[config.mk]
export PLATFORM = sky130hd
export DESIGN_NAME = mult_cpa_pipe
export DESIGN_NICKNAME = d
export VERILOG_FILES = /design/src/rtl/mult_cpa_pipe.sv
export SDC_FILE = /design/constraint.sdc
export NUM_CORES = 1
export LEC_CHECK = 0
export ABC_AREA = 1
export CAP_MARGIN = 20
export CORE_MARGIN = 2
export CORE_UTILIZATION = 35
export CTS_CLUSTER_DIAMETER = 60
export DETAILED_ROUTE_END_ITERATION = 12
export DONT_BUFFER_PORTS = 1
export GPL_TIMING_DRIVEN = 0
export PLACE_DENSITY_LB_ADDON = 0.3
export SLEW_MARGIN = 20
export SYNTH_ARGS = -nofsm -noshare
export SYNTH_HDL_FRONTEND = slang
export SYNTH_SLANG_ARGS = --single-unit
[constraint.sdc]
create_clock -name clk -period 2.5 [get_ports clk]
set_input_delay 0 -clock clk [delete_from_list [all_inputs] [get_ports clk]]
set_output_delay 0 -clock clk [all_outputs]
set_load 0.1 [all_outputs]
[src/rtl/mult_cpa_pipe.sv]
// Two-stage carry-propagate adder closing the multiplier's CSA tree: low half in S1, high half in S2.
// Optional zero_flag output is enabled by defining MULT_CPA_ZERO_FLAG_EN.
module mult_cpa_pipe #(
    parameter int WIDTH = 32
) (
    input  logic               clk,
    input  logic               rst_n,
    input  logic               flush,
    input  logic               in_valid,
    output logic               in_ready,
    input  logic [2*WIDTH-1:0] sum_vec,
    input  logic [2*WIDTH-1:0] carry_vec,
    input  logic               op_hi,
    output logic               out_valid,
    input  logic               out_ready,
    output logic [WIDTH-1:0]   result
`ifdef MULT_CPA_ZERO_FLAG_EN
    ,
    output logic               zero_flag
`endif
);

    // Handshake: a transfer happens on any edge where valid & ready are both high;
    // valid must hold with stable data until accepted, ready may change freely.
    logic             s1_valid;
    logic [WIDTH-1:0] s1_lo_sum;
    logic             s1_c_lo;
    logic [WIDTH-1:0] s1_up_sum;
    logic [WIDTH-1:0] s1_up_carry;
    logic             s1_op_hi;

    logic             s2_free;
    logic             s1_adv;
    logic             in_xfer;
    logic [WIDTH:0]   lo_add;
    logic [WIDTH-1:0] hi_sum;
    logic [WIDTH-1:0] sel_word;

    assign s2_free  = !out_valid || out_ready;
    assign s1_adv   = s1_valid && s2_free && !flush;
    assign in_ready = !flush && (!s1_valid || s2_free);
    assign in_xfer  = in_valid && in_ready;

    // carry_vec bit i weighs 2^(i+1), so the low half sees carry bits W-2..0 shifted up one.
    assign lo_add   = {1'b0, sum_vec[WIDTH-1:0]} + {1'b0, carry_vec[WIDTH-2:0], 1'b0};
    assign hi_sum   = s1_up_sum + s1_up_carry + {{(WIDTH-1){1'b0}}, s1_c_lo};
    assign sel_word = s1_op_hi ? hi_sum : s1_lo_sum;

    always_ff @(posedge clk or negedge rst_n) begin
        if (!rst_n) begin
            s1_valid    <= 1'b0;
            s1_lo_sum   <= '0;
            s1_c_lo     <= 1'b0;
            s1_up_sum   <= '0;
            s1_up_carry <= '0;
            s1_op_hi    <= 1'b0;
        end else begin
            if (flush) begin
                s1_valid <= 1'b0;
            end else if (in_xfer) begin
                s1_valid <= 1'b1;
            end else if (s1_adv) begin
                s1_valid <= 1'b0;
            end
            if (in_xfer) begin
                s1_lo_sum   <= lo_add[WIDTH-1:0];
                s1_c_lo     <= lo_add[WIDTH];
                s1_up_sum   <= sum_vec[2*WIDTH-1:WIDTH];
                s1_up_carry <= carry_vec[2*WIDTH-2:WIDTH-1];
                s1_op_hi    <= op_hi;
            end
        end
    end

    always_ff @(posedge clk or negedge rst_n) begin
        if (!rst_n) begin
            out_valid <= 1'b0;
            result    <= '0;
        end else begin
            if (flush) begin
                out_valid <= 1'b0;
            end else if (s1_adv) begin
                out_valid <= 1'b1;
            end else if (out_ready) begin
                out_valid <= 1'b0;
            end
            if (s1_adv) begin
                result <= sel_word;
            end
        end
    end

`ifdef MULT_CPA_ZERO_FLAG_EN
    always_ff @(posedge clk or negedge rst_n) begin
        if (!rst_n) begin
            zero_flag <= 1'b0;
        end else if (flush) begin
            zero_flag <= 1'b0;
        end else if (s1_adv) begin
            zero_flag <= (sel_word == '0);
        end
    end
`endif

endmodule

==> impl_metrics.json <==
{
  "synth.largest_area_cell": "dfrtp_1",
  "drc": 0,
  "grt_use_total_pct": 19.8,
  "clock_latency_ps": 430,
  "vdd_drop_max_mv": 0.362,
  "cts_tree": "done",
  "ys_async_sr_fraction_pct": 100,
  "synthAdderAreaFrac_pct": 8.44,
  "crit_required_ps": 2810,
  "ys_types": 40,
  "ys_warn_count": 0,
  "rrSetupSlack_ps": 90,
  "status": "finished with violations",
  "fp.dieArea_um2": 29200,
  "powerDensity_nw_per_um2": 773,
  "synth_area_per_cell_um2": 6.49,
  "ys.flop_type": "dfrtp_1",
  "cts_hold_buf": 84,
  "fin_crit_ps": 2410,
  "ctsHtreeMaxLevel": 4,
  "wl_um": 28600,
  "syn_area_um2": 9760,
  "synthCells": 1504,
  "die_height_um": 171,
  "endpoint_kind": "register",
  "skew_ps": 12.4,
  "hold_viol": 132,
  "arrival_ps": 2710,
  "placed_area_um2": 10200,
  "yosys.area.top_type_share_pct": 33.9,
  "rows": 61,
  "start_kind": "register",
  "first_global_vias": 9200,
  "crit_start": "s1_up_carry[0]$_DFFE_PN0P_",
  "grt_overflow": 0,
  "r2r-start": "s1_up_carry[0]$_DFFE_PN0P_",
  "drive_gt1_share_pct": 6.91,
  "wl_per_cell_um": 14.3,
  "ant_nets": 0,
  "cts_buffers": 17,
  "grt_pass1_wl_um": 45400,
  "vias": 9443,
  "dp_hpwl_um": 22700,
  "slew_violations": 0,
  "ys_seq_elements": 132,
  "clkSinkCount": 132,
  "p_leak_nw": 6.41,
  "synth_nets": 1702,
  "clk_pin_slew_ps": 60,
  "clock.fmax_mhz": 416,
  "fin_crit_sh_pct": 96.2,
  "dp.cells": 1882,
  "cts_buffer_depth": 2,
  "drt_iter0_drc": 564,
  "path_max_fanout": 4,
  "die_w_um": 171,
  "dr.pass1.iters": 5,
  "io_pins": 168,
  "antenna_found_initial": 0,
  "muxShareOfSynthArea_pct": 0,
  "synth_edf_count": 0,
  "r2r_cells": 12,
  "start_util_pct": 35.3,
  "area_delta_synth_final_pct": 20.0,
  "final_cells": 1999,
  "synth_compound_area_share_pct": 8.12,
  "viasPerCell": 4.72,
  "final_nets": 1807,
  "relSlewSlack_pct": 32.5,
  "synth_top_family_by_area": "simple AND/OR/NAND/NOR gates",
  "port_buffers": 0,
  "final_cell_area_um2": 11700,
  "maxCapViolCount": 0,
  "antenna_cells": 0,
  "cts_root_buf": "clkbuf_16",
  "worst_slew_pin_slew_ps": 1010,
  "hold_slack_ps": -729,
  "hp-class": "in2async",
  "grt_max_degree": 133,
  "core_area_um2": 27600,
  "synth_xor_area_share_pct": 2.23,
  "failed_checks": "hold timing",
  "ys_seq_area_share_pct": 33.9,
  "synth_simple_gate_area_share_pct": 37.8,
  "r2r-end": "result[28]$_DFFE_PN0P_",
  "critPathKind": "reg2reg",
  "synth_area_leaders": "dfrtp_1 (34%), nand2_1 (25%), ha_1 (7.8%)",
  "gp_congestion": 0.906,
  "setup_violations": 0
}
[synth_stat cells, types with 4 or more instances]
cell type  number
clkbuf_1        6
nand3_1        78
ha_1           61
nor2_1        112
a21oi_1        76
nand3_2         6
inv_1         196
nor3_1          8
dfrtp_1       132
nand2_1       647
o21ai_1        11
xnor2_1        15
nand2_2        19
nor2_2          5
xor2_1          8
buf_2          23
and2_1          4
nand4_1        10
o21ai_0        52
[routing by layer]
layer | track usage, % | routed length (µm)
met3 | 2.52 | 1180
met4 | 7.22 | 782
met5 | 0 | 0
met1 | 25.7 | 13400
met2 | 33.8 | 13200
[registers in the layout, indices dropped and copies added (netlist names)]
signal       cells
out_valid        1
s1_valid         1
s1_lo_sum       32
s1_op_hi         1
s1_c_lo          1
result          32
s1_up_sum       32
s1_up_carry     32
[where the power goes]
part	switching (mW)	internal, mW	leakage (nW)
clock	1.00	1.50	0.280
combinational	1.58	0.954	4.50
sequential	1.50	2.51	1.62
[worst max-delay path, stage by stage (launching register included)]
cell,delay [ps]
dfrtp_1,420
fa_2,440
fa_2,440
nand3_2,110
nand3_4,100
nand3_2,80
nand3b_1,180
nand2_1,160
nand2_1,60
nand2_1,60
nand3_1,100
nand2_1,100
nand2_1,50
[cell families after synthesis]
| group | Yosys count |
|---|---|
| DFF | 132 |
| and+or+nand+nor | 901 |
| adders and majority gates | 64 |
| buffers and inverters | 231 |
| AOI/OAI and AO/OA | 152 |
| xor gates and xnor gates | 24 |
[final cells by class]
type	instances	area, µm²
buffer	35	199
clock buffer	18	439
clock inverter	13	149
fill	2961	15900
inverter	196	736
multi-input combinational	1141	5550
sequential	132	3310
tap	378	473
timing repair buffer	86	856
[cell usage in the layout (no fill, tap or decap), types with 3 or more instances in the layout]
cell type      synthesis  layout
nand3_1               78      75
a21oi_1               76      76
dfrtp_1              132     130
xor2_1                 8       8
nand3_2                6       8
and2_1                 4       4
nor3_1                 8       8
clkbuf_8               2       3
dlygate4sd3_1          0      84
nand2_2               19      22
buf_4                  3       5
inv_6                  0       5
a31oi_1                3       3
nand3b_1               3       3
inv_1                196     196
clkinvlp_4             0       3
clkbuf_16              0      17
nand2_1              647     644
nor2_1               112     112
ha_1                  61      61
nand4_1               10      10
buf_2                 23      23
o21ai_1               11      11
nor2_2                 5       5
o21ai_0               52      52
clkbuf_1               6       6
o21bai_1               3       3
xnor2_1               15      15
[how the worst max path moves through the flow]
stage                                        end  slack [ps]  cells past startpoint
final                     result[28]$_DFFE_PN0P_          90                     12
after detailed placement  result[24]$_DFFE_PN0P_         -70                     14
after global placement    result[24]$_DFFE_PN0P_         -40                     14
after CTS                 result[22]$_DFFE_PN0P_          50                     14
after floorplan           result[30]$_DFFE_PN0P_         360                     14
after global routing      result[28]$_DFFE_PN0P_          -2                     12
[per-stage QoR]
| stage | utilization, % | setup TNS [ps] | setup slack [ps] | power (mW) | hold slack, ps |
|---|---|---|---|---|---|
| 5_1_grt | 42.4 | -2.89 | -1.87 | 9.59 | -746 |
| 2_1_floorplan | - | 0 | 355 | 5.72 | -296 |
| 3_5_place_dp | 37.0 | -206 | -66.8 | 6.41 | -291 |
| 6_report | 42.4 | 0 | 94.8 | 9.05 | -729 |
| 4_1_cts | 42.2 | 0 | 48.7 | 9.07 | -749 |
| 3_3_place_gp | 37.0 | -142 | -41.7 | 6.38 | -291 |
[repair_timing]
item / CTS / global route
setup buffers: 0 / 2
gates resized for setup: 2 / 9
endpoints found under the hold margin: 221 / 132
endpoints found under the setup margin: 5 / 8
pin swaps: 0 / 4
Power figures use the tool's default switching activity.
